--- config.mk ---
export PLATFORM = sky130hd
export DESIGN_NAME = adc_responder
export DESIGN_NICKNAME = d
export VERILOG_FILES = /design/src/rtl/adc_pkg.sv /design/src/rtl/sar_core.sv /design/src/rtl/adc_responder.sv
export SDC_FILE = /design/constraint.sdc
export NUM_CORES = 1
export LEC_CHECK = 0
export ABC_AREA = 1
export BUFFER_PORTS_ARGS = -buffer_cell sky130_fd_sc_hd__clkbuf_2
export CAP_MARGIN = 25
export CELL_PAD_IN_SITES_DETAIL_PLACEMENT = 0
export CELL_PAD_IN_SITES_GLOBAL_PLACEMENT = 1
export CORE_MARGIN = 1.5
export CORE_UTILIZATION = 46
export CTS_CLUSTER_DIAMETER = 200
export CTS_CLUSTER_SIZE = 30
export DETAILED_ROUTE_END_ITERATION = 10
export GPL_ROUTABILITY_DRIVEN = 0
export PLACE_DENSITY_LB_ADDON = 0.1
export SYNTH_ARGS = -nofsm -noshare
export SYNTH_HDL_FRONTEND = slang
export SYNTH_SLANG_ARGS = --single-unit
--- constraint.sdc ---
create_clock -name clk -period 3.3 [get_ports clk]
set_clock_uncertainty 0.05 [all_clocks]
set_input_delay 0.66 -clock clk [delete_from_list [all_inputs] [get_ports clk]]
set_output_delay 0.66 -clock clk [all_outputs]
set_load 0.005 [all_outputs]
--- src/rtl/adc_pkg.sv ---
// Shared definitions for the SAR ADC stand-in and its controller:
// the state encoding, the default width and the conversion latency.
package adc_pkg;

  typedef enum logic [1:0] {
    IDLE    = 2'd0,
    ARMED   = 2'd1,
    CONVERT = 2'd2,
    DONE    = 2'd3
  } adc_state_e;

  localparam int DATA_W_DEFAULT = 8;

  // Clocks from the edge where start is first sampled low until eoc rises.
  function automatic int conv_latency(input int data_w, input int step_cycles);
    return data_w * step_cycles + 1;
  endfunction

endpackage

--- src/rtl/sar_core.sv ---
// Successive-approximation search: trial register, bit index and step counter.
// last_bit goes high once the LSB has been decided and holds until reloaded.
module sar_core #(
  parameter int DATA_W      = 8,
  parameter int STEP_CYCLES = 4
) (
  input  logic              clk,
  input  logic              reset,
  input  logic              clr,
  input  logic              load,
  input  logic              advance,
  input  logic [DATA_W-1:0] vin_hold,
  output logic [DATA_W-1:0] sar,
  output logic              last_bit
);

  localparam int IW = (DATA_W > 1) ? $clog2(DATA_W) : 1;
  localparam int CW = (STEP_CYCLES > 1) ? $clog2(STEP_CYCLES) : 1;

  logic [DATA_W-1:0] sar_q, sar_d;
  logic [IW-1:0]     idx_q, idx_d;
  logic [CW-1:0]     cnt_q, cnt_d;
  logic              last_q, last_d;
  logic [DATA_W-1:0] cur_bit;
  logic [DATA_W-1:0] decided;

  always_comb begin
    sar_d   = sar_q;
    idx_d   = idx_q;
    cnt_d   = cnt_q;
    last_d  = last_q;
    cur_bit = DATA_W'(1) << idx_q;
    // Trial bit survives only if the trial value does not exceed the input.
    decided = (sar_q <= vin_hold) ? sar_q : (sar_q & ~cur_bit);
    if (clr) begin
      sar_d  = '0;
      idx_d  = IW'(DATA_W - 1);
      cnt_d  = '0;
      last_d = 1'b0;
    end else if (load) begin
      sar_d  = DATA_W'(1) << (DATA_W - 1);
      idx_d  = IW'(DATA_W - 1);
      cnt_d  = '0;
      last_d = 1'b0;
    end else if (advance && !last_q) begin
      if (cnt_q == CW'(STEP_CYCLES - 1)) begin
        cnt_d = '0;
        if (idx_q == '0) begin
          sar_d  = decided;
          last_d = 1'b1;
        end else begin
          sar_d = decided | (cur_bit >> 1);
          idx_d = idx_q - 1'b1;
        end
      end else begin
        cnt_d = cnt_q + 1'b1;
      end
    end
  end

  always_ff @(posedge clk or posedge reset) begin
    if (reset) begin
      sar_q  <= '0;
      idx_q  <= '0;
      cnt_q  <= '0;
      last_q <= 1'b0;
    end else begin
      sar_q  <= sar_d;
      idx_q  <= idx_d;
      cnt_q  <= cnt_d;
      last_q <= last_d;
    end
  end

  assign sar      = sar_q;
  assign last_bit = last_q;

endmodule

--- src/rtl/adc_responder.sv ---
// Cycle-accurate stand-in for an 8-bit SAR ADC answering start/eoc/oe.
// start rising arms, start falling launches; data is gated combinationally by oe.
module adc_responder
  import adc_pkg::*;
#(
  parameter int DATA_W      = DATA_W_DEFAULT,
  parameter int STEP_CYCLES = 4
) (
  input  logic              clk,
  input  logic              reset,
  input  logic              start,
  input  logic              oe,
  input  logic [DATA_W-1:0] vin,
  output logic              eoc,
  output logic [DATA_W-1:0] data,
  output logic              data_en,
  output logic              busy
);

  adc_state_e        state_q, state_d;
  logic [DATA_W-1:0] result_q;
  logic [DATA_W-1:0] vin_hold_q;
  logic [DATA_W-1:0] sar;
  logic              last_bit;
  logic              clr, load, advance, capture;

  always_ff @(posedge clk or posedge reset) begin
    if (reset) state_q <= IDLE;
    else       state_q <= state_d;
  end

  always_comb begin
    state_d = state_q;
    unique case (state_q)
      IDLE, DONE: if (start) state_d = ARMED;
      ARMED:      state_d = start ? ARMED : CONVERT;
      CONVERT: begin
        if (start)         state_d = ARMED;
        else if (last_bit) state_d = DONE;
      end
      default:    state_d = IDLE;
    endcase
  end

  always_comb begin
    eoc     = (state_q == IDLE) || (state_q == DONE);
    busy    = (state_q == ARMED) || (state_q == CONVERT);
    clr     = (state_d == ARMED);
    load    = (state_q == ARMED) && !start;
    advance = (state_q == CONVERT) && !start && !last_bit;
    capture = (state_q == CONVERT) && !start && last_bit;
  end

  // result only changes when a conversion finishes, so aborts leave it intact.
  always_ff @(posedge clk or posedge reset) begin
    if (reset) begin
      result_q   <= '0;
      vin_hold_q <= '0;
    end else begin
      if (load)    vin_hold_q <= vin;
      if (capture) result_q   <= sar;
    end
  end

  sar_core #(
    .DATA_W      (DATA_W),
    .STEP_CYCLES (STEP_CYCLES)
  ) u_sar_core (
    .clk      (clk),
    .reset    (reset),
    .clr      (clr),
    .load     (load),
    .advance  (advance),
    .vin_hold (vin_hold_q),
    .sar      (sar),
    .last_bit (last_bit)
  );

  assign data    = oe ? result_q : '0;
  assign data_en = oe;

endmodule

==> Yosys cells after proc, flatten, opt, wreduce, memory -nomap -nowiden <==
Cells that the tools add are included.
{ "classes": {"n_addsub": 2, "n_lt_le_gt_ge": 1, "eq_ne": 6, "n_shift": 1, "mux": 26, "bitwise_logic": 3, "n_reduce_logical": 18} }
{ "op_table": {"columns": ["op", "count"], "rows": [
  ["2-to-1 mux 8 bit", 7],
  ["2-to-1 mux 2 bit", 8],
  ["2-to-1 mux 3 bit", 5],
  ["nonzero test 3 bit", 3],
  ["AND 8 bit", 1],
  ["<= comparator 8 bit", 1],
  ["inverter 8 bit", 1],
  ["bitwise OR 8 x 7 -> 8 bit", 1],
  ["left shift 1 x 3 -> 8 bit (first input constant)", 1],
  ["equality test 2 bit (second input constant)", 3],
  ["one-hot mux 2 bit (3 select lines)", 1],
  ["AND reduction 3 bit", 2],
  ["logical AND 1 bit", 5],
  ["2-to-1 mux 1 bit", 5],
  ["equality test 2 x 1 -> 1 bit (second input constant)", 2],
  ["zero test 3 bit", 1],
  ["inequality test 3 bit (second input constant)", 1],
  ["subtractor 3 x 1 -> 3 bit (second input constant)", 1],
  ["adder 2 x 1 -> 2 bit (second input constant)", 1],
  ["zero test 1 bit", 2],
  ["zero test 2 bit", 1],
  ["logical OR 1 bit", 2],
  ["AND reduction 2 bit", 1],
  ["OR reduction 2 bit", 1]
]} }
{ "word_totals": {"reg_bits": 32} }

==> Longest topological paths before layout <==
Gate-level depths: netlist (run 1).
{ "logic_depth": {"depth_word": 10, "depth_mapped": 14, "ltp_nobuf": 14} }

==> Hierarchy <==
A second synthesis (run 1) with hierarchy kept.
{ "hier_totals": {"cells_unflattened": 249, "area_unflattened_um2": 1981.9} }
{ "modules_own_cells": {"columns": ["module", "instances", "cells_each", "area_per_inst_um2"], "rows": [
  ["sar_core", 1, 136, 1056.0],
  ["adc_responder", 1, 113, 925.9]
]} }

==> Worst setup path before layout (run 1) <==
OpenSTA, ideal clock, no wires.
{ "synth_path": {"kind": "input to output", "start": "input port oe", "end": "output port data[0]", "arrival_ns": 0.999, "required_time_ns": 2.590, "setup_slack_ns": 1.591, "stages": 3, "path_buffers": 1, "cell_sequence": "clkbuf_1 -> nand2_1 -> inv_1"} }
{ "synth_between": {"elab_chain_len": 1} }
{ "synth_rtl": {"columns": ["element", "line_no", "rtl"], "rows": [
  ["start, declared", "adc_responder.sv:12", "input logic oe,"],
  ["2-to-1 mux 8 bit", "adc_responder.sv:79", "assign data = oe ? result_q : '0;"],
  ["end, declared", "adc_responder.sv:15", "output logic [DATA_W-1:0] data,"]
]} }
Every way passes these cells.

==> Worst setup path in the final report (run 1) <==
{ "layout_path": {"start": "register state_q[0]", "end": "output port busy"} }
{ "layout_between": {"elab_chain_len": 2, "elab_cells_between_ends": 3, "classes_between": "eq/ne (2); reduce/logical (1)"} }
{ "layout_rtl": {"columns": ["element", "line_no", "rtl"], "rows": [
  ["start, declared", "adc_responder.sv:20", "adc_state_e state_q, state_d;"],
  ["start signal, assigned", "adc_responder.sv:29", "else state_q <= state_d;"],
  ["equality test 2 x 1 -> 1 bit or equality test 2 bit (tied branches)", "adc_responder.sv:47", "busy = (state_q == ARMED) || (state_q == CONVERT);"],
  ["logical OR 1 bit (*)", "adc_responder.sv:47", null],
  ["end, declared", "adc_responder.sv:17", "output logic busy"]
]} }
Every way passes the cells marked *; elsewhere a longest branch is shown, timed or not.

==> flow_summary.json, run 1 <==
{
  "status": "complete, no violations",
  "hold_violations": 0,
  "grt_max_degree": 33,
  "insertion_delay_ns": 0.29,
  "htreeDepth": 2,
  "dieArea_mm2": 0.00453,
  "vdd_ir_drop_max_mv": 0.434,
  "hold_path.class": "input port to asynchronous set/reset pin",
  "post-synth-top-count-cell": "nand2_1",
  "synth_compound_area_share_pct": 8.81,
  "grt_antenna_before_repair": 0,
  "cap_viol_max_count": 0,
  "yosys-top-cells-area": "dfrtp_1, nand2_1, ha_1, inv_1, o21ai_0",
  "pre_cts_ws_ns": 1.40,
  "required_ns": 2.59,
  "synth_top_family_by_area": "simple AND/OR/NAND/NOR gates",
  "core_mm2": 0.00400,
  "rows": 23,
  "period_share_pct": 58.9,
  "cts_tree": "yes",
  "rsz0062_at_grt": "false",
  "grt_overflow_total": 0,
  "synth_area_mm2": 0.00190,
  "cp_max_fo": 5,
  "syn_inst": 244,
  "clock_sinks": 32,
  "fillCellCount": 402,
  "drive_above_1_share_pct": 17.1,
  "synth_fp_nets": 272,
  "worstSetupPathType": "flop to primary output",
  "nets": 297,
  "synthArstFlopShare_pct": 100,
  "synthFlopType": "dfrtp_1",
  "finalSetupViolCount": 0,
  "max_slew.worst_pin.slew_ns": 0.477,
  "max_freq_ghz": 0.515,
  "via_per_inst": 4.66,
  "cp_common_cell": "inv_1",
  "ys_ff_latch": 32,
  "synth_common_cells": "nand2_1, inv_1, dfrtp_1",
  "initial_core_util_pct": 47.6,
  "worst_setup_path_end_kind": "primary output",
  "yosysTopAreaCellShare_pct": 42.1,
  "ioPinCount": 23,
  "grt_first_pass_wirelength_um": 6180,
  "antenna_left": 0,
  "yosysTopAreaCell": "dfrtp_1",
  "grt_use_met2_pct": 29.3,
  "drtPass1Iterations": 5,
  "die_height_um": 67.3,
  "grtUsageTotal_pct": 18.7,
  "path_cells": "inv_1 > ha_1 > inv_1 > clkbuf_2",
  "synth_cell_types": 25,
  "slowest_stage": "dfrtp_1",
  "ys_warn_count": 0,
  "ys_seq_area_share_pct": 42.1,
  "grt_pass1_vias": 1372,
  "synth_adder_area_share_pct": 10.5,
  "die_x_um": 67.3,
  "slew_viol_final": 0,
  "layout_setup_ws_ns": 1.36,
  "grt_use_met1_pct": 24.4,
  "numCtsBuffers": 5,
  "num_antenna_cells": 0,
  "use_met3_pct": 5.00,
  "cp-start-kind": "flop",
  "yosys.area_share.simple_pct": 27.2,
  "hpwl_um": 2760,
  "p_leak_nw": 1.27,
  "clk_pin_slew_ns": 0.06,
  "wl_per_cell_um": 11.3,
  "gr-max-usage-layer": "met2",
  "critPathTopFamily": "flip-flops",
  "drt_iter0_drc": 58,
  "relSlewSlack_pct": 68.2,
  "synth_enable_flop_cells": 0,
  "slowest_delay_ns": 0.35,
  "vias": 1488,
  "clockBufferDepth": 2,
  "period_needed_ns": 1.94,
  "path_buf_inv": 3,
  "holdBufCountCts": 0,
  "synth-xor-area-share_pct": 0.460,
  "syn_area_per_cell_um2": 7.80,
  "cts_root_buf": "clkbuf_8",
  "syn_to_final_growth_pct": 12.2,
  "p_per_area_mw_per_mm2": 737,
  "synth_mux_area_share_pct": 0.592,
  "post-cts-setup-buffer-count": 0,
  "drc": 0,
  "wl_um": 3610,
  "io_buffers": 22,
  "ctsResizeCount": 0,
  "critPathArrivalTime_ns": 1.23,
  "fin_tns_setup_ns": 0
}
==> state kept, by name, indices dropped and copies added (netlist names) <==
register             count
vin_hold_q               8
u_sar_core.last_bit      1
u_sar_core.idx_q         3
u_sar_core.sar           8
state_q                  2
u_sar_core.cnt_q         2
result_q                 8
==> worst paths after layout <==
kind | start | cells after the start | slack [ns] | end
setup / recovery | state_q[0] | 4 | 1.36 | busy
hold / removal | reset | 3 | 0.38 | result_q[4]
setup reg to reg | u_sar_core.sar[5] | 10 | 1.54 | u_sar_core.sar[7]
hold reg to reg | result_q[7] | 2 | 0.43 | result_q[7]
max in group asynchronous | reset | 3 | 2.52 | state_q[0]
min in group clk | result_q[7] | 2 | 0.43 | result_q[7]
==> worst min-delay path, cell delays in order <==
cell      delay, ns
clkbuf_2       0.08
inv_1          0.04
buf_4          0.36
==> metrics by stage <==
stage / std cells / utilization [%] / total power [mW] / area [um^2] / hold slack (ns)
2_1_floorplan: 244 / - / 1.14 / 1900 / 0.392
3_3_place_gp: 312 / 51.5 / 1.31 / 2060 / 0.416
3_5_place_dp: 312 / 51.5 / 1.31 / 2060 / 0.422
4_1_cts: 319 / 53.4 / 1.60 / 2140 / 0.395
5_1_grt: 319 / 53.4 / 1.74 / 2140 / 0.442
6_report: 319 / 53.4 / 1.57 / 2140 / 0.381
==> power breakdown <==
part	switching (mW)	leakage, nW	total (mW)	internal (mW)
sequential	0.0600	0.423	0.544	0.484
clock	0.136	0.0410	0.279	0.143
combinational	0.491	0.804	0.751	0.260
total	0.687	1.27	1.57	0.886
==> cells in the final DEF (no fill, tap or decap), types with 3 or more instances in the layout <==
| master | count |
|---|---|
| nand2_1 | 74 |
| inv_1 | 41 |
| dfrtp_1 | 32 |
| clkbuf_2 | 22 |
| o21ai_0 | 18 |
| ha_1 | 16 |
| nor2_1 | 14 |
| nand3_1 | 12 |
| inv_2 | 5 |
| a21oi_1 | 5 |
| clkbuf_8 | 5 |
| o21ai_1 | 4 |
| nand2_2 | 3 |
| nand2_4 | 3 |
==> per-layer routing <==
layer	routed length, um	share of wire, %
met5	0	0
met4	67	1.9
met3	92	2.5
met2	1600	44
met1	1850	51
==> cell families (layout without fill, tap and decap cells) <==
| family | Yosys count | in the layout |
|---|---|---|
| simple gates | 113 | 113 |
| buf+inv | 51 | 76 |
| flops | 32 | 32 |
| compound gates | 30 | 30 |
| fa+ha+maj | 16 | 16 |
| xor+xnor | 1 | 1 |
| mux | 1 | 1 |
==> final cells by class <==
class,count,area [um^2],share of cell area [%]
sequential,32,801,37.5
clock inverter,1,5.00,0.234
tap,50,62.6,2.93
multi-input combinational,161,905,42.4
clock buffer,6,72.6,3.40
inverter,46,173,8.08
timing repair buffer,23,118,5.51
No activity file was read; power rests on OpenSTA's default activity.
==> run 2: changes to the inputs <==
Settings changed: CORE_UTILIZATION 46 to 38.
Clock period 3.3 ns to 1.6 ns, I/O delays scaled along.
==> run 2 against run 1 <==
The flow now finishes with violations (setup timing). Hold slack lost 0.33 ns. Non-clock buffer count grew 29. Sequential power grew 110%. Final area grew 19%. Routed wire length grew 14%. Count of clock-buffer cells in the layout grew 2. Cell count grew 15%. Combinational power grew to 3.3 times the previous value. Register-to-register slack lost 1.6 ns. Clock power grew 130%. First-iteration DRC count shrank 33%. Flip-flop and latch count is the same.
==> flow_summary.json, run 2 (synthesis gave the netlist of run 1 again) <==
{
  "hold_violations": 0,
  "cap_viol_max_count": 0,
  "cts_tree": "yes",
  "ioPinCount": 23,
  "numCtsBuffers": 5,
  "final_util_pct": 53.1,
  "relSlewSlack_pct": 71.3,
  "grt_max_degree": 33,
  "core_mm2": 0.00479,
  "die_height_um": 73.8,
  "drt_iter0_drc": 39,
  "clockBufferDepth": 2,
  "syn_to_final_growth_pct": 33.6,
  "grt_antenna_before_repair": 0,
  "insertion_delay_ns": 0.28,
  "drc": 0,
  "grt_pass1_vias": 1515,
  "p_per_area_mw_per_mm2": 1680,
  "pre_cts_ws_ns": -0.118,
  "initial_core_util_pct": 39.8,
  "period_needed_ns": 1.66,
  "rsz0062_at_grt": "true",
  "wl_um": 4100,
  "worstSetupPathType": "flop to flop",
  "comb_power_share_pct": 58.6,
  "io_buffers": 22,
  "layout_commonest_cell": "nand2_1",
  "regArea_um2": 801,
  "slew_viol_final": 0,
  "fillCellCount": 503,
  "grtUsageTotal_pct": 17.0,
  "num_antenna_cells": 0,
  "power_frac_clock_pct": 15.1,
  "grt_first_pass_wirelength_um": 6990,
  "multiInputGateArea_mm2": 0.00105,
  "max_freq_ghz": 0.603,
  "cp_max_fo": 3,
  "cp-start-kind": "flop",
  "htreeDepth": 2,
  "p_seq_share_pct": 26.4,
  "dieArea_mm2": 0.00544,
  "antenna_left": 0,
  "max_slew.worst_pin.slew_ns": 0.430,
  "p_leak_nw": 1.41,
  "die_x_um": 73.8,
  "critPathArrivalTime_ns": 1.79,
  "drive_above_1_share_pct": 35.1,
  "swShare_pct": 41.3,
  "nets": 326,
  "period_share_pct": 104,
  "clock_sinks": 32,
  "vias": 1611,
  "p_switching_mw": 1.77,
  "p_int_mw": 2.51,
  "grt_overflow_total": 0,
  "hold_path.class": "input port to asynchronous set/reset pin",
  "status": "complete, but fails checks",
  "most-common-layout-cells": "nand2_1, inv_1, dfrtp_1, buf_4, clkbuf_2",
  "vdd_ir_drop_max_mv": 1.30,
  "wl_per_cell_um": 11.2,
  "clk_pin_slew_ns": 0.07,
  "via_per_inst": 4.40,
  "drtPass1Iterations": 4,
  "finalSetupViolCount": 11,
  "violations": "setup timing",
  "rows": 25,
  "p_total_mw": 4.27,
  "layout_setup_ws_ns": -0.0587,
  "required_ns": 1.73,
  "worst_setup_path_end_kind": "flop",
  "hpwl_um": 2940,
  "cts_root_buf": "clkbuf_8"
}
==> run 2: cell count changes in the layout (fill, tap and decap cells not counted), moves of 3 or more <==
cell,previous run,this run
ha_4,0,4
nand3_1,12,7
a21oi_1,5,2
buf_4,1,28
ha_1,16,11
a21oi_2,0,3
nand2_1,74,66
inv_1,41,36
nand2_2,3,11
nand3_2,0,5
nor2_1,14,11
inv_2,5,10
==> run 2: power by group through the flow <==
stage / logic (mW) / clock network (mW) / registers, mW
after floorplan: 1.28 / 0 / 1.08
after global routing: 2.80 / 0.695 / 1.15
after global placement: 2.04 / 0 / 1.12
after detailed placement: 2.04 / 0 / 1.13
final: 2.50 / 0.643 / 1.13
after CTS: 2.22 / 0.668 / 1.12
==> run 2: worst max-delay path: stages (launching register included) <==
cell and delay, ns:
dfrtp_1 0.41, ha_1 0.31, nand2_2 0.07, nor2_4 0.12, nand4_1 0.16, buf_4 0.18
nand3_1 0.08, nand2_1 0.05, nand3_1 0.07, nand2_1 0.05
==> run 2: through the flow <==
step	std cells	hold WS, ns	cell area [um^2]	setup TNS [ns]
6_report	366	0.0518	2540	-0.322
5_1_grt	366	0.110	2540	-1.66
4_1_cts	365	0.0605	2420	-0.421
3_5_place_dp	354	0.371	2270	-1.13
3_3_place_gp	354	0.365	2270	-0.940
2_1_floorplan	244	0.380	1900	0
==> run 2: path summary, 6_finish.rpt <==
check                                  start           endpoint  slack (ns)  cells past startpoint
max in group asynchronous              reset  u_sar_core.sar[3]        1.15                      3
max reg2reg                u_sar_core.sar[4]  u_sar_core.sar[7]       -0.06                      9
max                        u_sar_core.sar[4]  u_sar_core.sar[7]       -0.06                      9
min reg2reg                      result_q[2]        result_q[2]        0.43                      2
min in group clk                      vin[0]      vin_hold_q[0]        0.18                      3
min                                    reset      vin_hold_q[0]        0.05                      3
==> run 2: metal layers <==
layer / global-route usage, % / up-vias / routed length [um]
met1: 23.1 / 728 / 2050
met3: 3.29 / 7 / 94
li1: - / 858 / -
met2: 27.1 / 18 / 1890
met4: 5.56 / 0 / 55
met5: 0 / - / 0
==> run 2: area by class of cell <==
cell class,instances,share of cell area [%]
sequential,32,31.5
multi-input combinational,161,41.4
tap,67,3.30
clock buffer,8,3.54
timing repair buffer,52,13.5
inverter,46,6.79
==> run 2: timing repair <==
action                     4_1_cts  5_1_grt
hold buffers                     0        0
pin swaps                        9       21
setup endpoints to repair       16       16
buffers inserted                 3        1
resized for setup                6       32
==> run 3: changes to the inputs <==
Settings changed: ABC_AREA 1 to not set, CORE_UTILIZATION 38 to 40.
==> run 3 against run 2 <==
The flow still finishes with violations (setup timing). Count of clock-buffer cells in the layout shrank 3. Die area is 6.5% lower. Non-clock buffer count increased by 18. Clock power fell by 16%. Cell count shrank 17%. Sequential share of layout area shrank 1.5 points. Final area grew 5.3%. Highest routed layer unchanged.
==> flow_summary.json, run 3 <==
{
  "rows": 24,
  "clock_sinks": 32,
  "io_buffers": 22,
  "worst_setup_path_end_kind": "flop",
  "regToRegStartpoint": "u_sar_core.sar[3]",
  "syn_area_per_cell_um2": 10.3,
  "insertion_delay_ns": 0.28,
  "die_height_um": 71.3,
  "htreeDepth": 2,
  "clk_pin_slew_ns": 0.06,
  "synth_fp_nets": 210,
  "most-common-layout-cells": "buf_4, dfrtp_1, clkbuf_2, nand2_1, inv_1",
  "max_slew.worst_pin.slew_ns": 0.415,
  "layout_setup_ws_ns": -0.329,
  "reg2reg_slack_ns": -0.33,
  "numCtsBuffers": 5,
  "ys_warn_count": 0,
  "layout_commonest_cell": "buf_4",
  "synth_common_cells": "dfrtp_1, nand2_1, inv_1",
  "clockBufferDepth": 2,
  "synthFlopType": "dfrtp_1",
  "nets": 282,
  "drtPass1Iterations": 4,
  "required_ns": 1.76,
  "worstSetupPathType": "flop to flop",
  "relSlewSlack_pct": 72.4,
  "yosys-top-cells-area": "dfrtp_1, ha_1, mux2_2, nand2_1, inv_1",
  "p_per_area_mw_per_mm2": 1440,
  "grt_antenna_before_repair": 0,
  "period_needed_ns": 1.93,
  "max_freq_ghz": 0.518,
  "rsz0062_at_grt": "true",
  "grt_first_pass_wirelength_um": 7820,
  "cp-start-kind": "flop",
  "post-synth-top-count-cell": "dfrtp_1",
  "via_per_inst": 5.27,
  "yosysTopAreaCellShare_pct": 42.9,
  "syn_to_final_growth_pct": 43.3,
  "cap_viol_max_count": 0,
  "fin_tns_setup_ns": -3.04,
  "ys_ff_latch": 32,
  "core_mm2": 0.00441,
  "num_antenna_cells": 0,
  "yosysTopAreaCell": "dfrtp_1",
  "cp_max_fo": 5,
  "fin_cells": 304,
  "syn_inst": 182,
  "synthArstFlopShare_pct": 100,
  "ys_seq_area_share_pct": 42.9,
  "grtUsageTotal_pct": 19.9,
  "placed_area_mm2": 0.00237,
  "dp.cells": 291,
  "wl_um": 4510,
  "wl_per_cell_um": 14.8,
  "hpwl_um": 3370,
  "hold_path.class": "input port to asynchronous set/reset pin",
  "grt_overflow_total": 0,
  "slew_viol_final": 0,
  "die_x_um": 71.3,
  "drc": 0,
  "antenna_left": 0,
  "drt_iter0_drc": 24,
  "grt_pass1_vias": 1659,
  "synth_cell_types": 44,
  "violations": "setup timing",
  "reg2reg_depth": 6,
  "hold_violations": 0,
  "vdd_ir_drop_max_mv": 0.677,
  "status": "complete, but fails checks",
  "dieArea_mm2": 0.00509,
  "cts_root_buf": "clkbuf_8",
  "rr_endpoint": "u_sar_core.sar[1]",
  "cts_tree": "yes",
  "p_leak_nw": 1.30,
  "synth_area_mm2": 0.00187,
  "drive_above_1_share_pct": 51.2,
  "critPathArrivalTime_ns": 2.09,
  "initial_core_util_pct": 42.3,
  "ioPinCount": 23,
  "synth_enable_flop_cells": 0,
  "vias": 1601,
  "period_share_pct": 121,
  "final_area_mm2": 0.00268,
  "finalSetupViolCount": 13,
  "grt_max_degree": 33
}
run 3: routing by layer:
layer	share of wire (%)	track usage (%)
met5	0	0
met4	2.9	8.39
met3	2.1	4.22
met2	52	34.9
met1	43	23.6
run 3: kinds of logic after synthesis:
group           Yosys count  synth area share [%]
flops                    32                  42.9
buf+inv                  22                  5.22
simple gates             55                  15.9
xor+xnor                  1                 0.469
fa+ha+maj                16                  10.7
mux                       9                  5.36
compound gates           47                  19.4
run 3: worst max-delay path by stage:
stage | start | endpoint | slack, ns | cells past startpoint
3_5_place_dp | vin_hold_q[5] | u_sar_core.sar[1] | -0.39 | 7
3_3_place_gp | u_sar_core.sar[6] | u_sar_core.sar[1] | -0.31 | 6
4_1_cts | vin_hold_q[5] | u_sar_core.sar[2] | -0.37 | 7
2_1_floorplan | u_sar_core.sar[5] | u_sar_core.sar[1] | -0.25 | 6
5_1_grt | vin_hold_q[3] | u_sar_core.sar[7] | -0.42 | 8
6_report | u_sar_core.sar[3] | u_sar_core.sar[1] | -0.33 | 6
run 3: per-stage QoR:
stage               worst slack [ns]  hold WS (ns)  power (mW)  util [%]
detailed placement            -0.386         0.364        2.76      53.7
floorplan                     -0.247         0.346        2.01         -
finish                        -0.329        0.0541        3.86      60.6
CTS                           -0.371        0.0600        3.68      58.6
global route                  -0.423        0.0861        4.18      60.6
global placement              -0.307         0.362        2.69      53.7
run 3: critical path: stages, from the launching register on:
cell and delay, ns:
dfrtp_1 0.38, ha_1 0.34, and2_1 0.20, o21ai_2 0.07, or4bb_4 0.51, and3_4 0.19, o21ai_2 0.12
run 3: what timing repair did:
| item | in CTS | in global routing |
|---|---|---|
| pin swaps | 15 | 8 |
| gates cloned | 0 | 1 |
| hold buffers | 0 | 0 |
| setup buffers | 8 | 0 |
| setup endpoints to repair | 15 | 25 |
| resized for setup | 27 | 19 |
run 3: final cells by class:
| type | count | area [um^2] |
|---|---|---|
| clock buffer | 5 | 68.8 |
| fill | 379 | 1740 |
| inverter | 17 | 63.8 |
| multi-input combinational | 128 | 1160 |
| sequential | 32 | 802 |
| tap | 52 | 65.1 |
| timing repair buffer | 70 | 513 |
run 3: where the power goes:
part           switching, mW  internal (mW)
clock network          0.263          0.279
registers             0.0772          0.958
logic                   1.04           1.24
total                   1.38           2.48
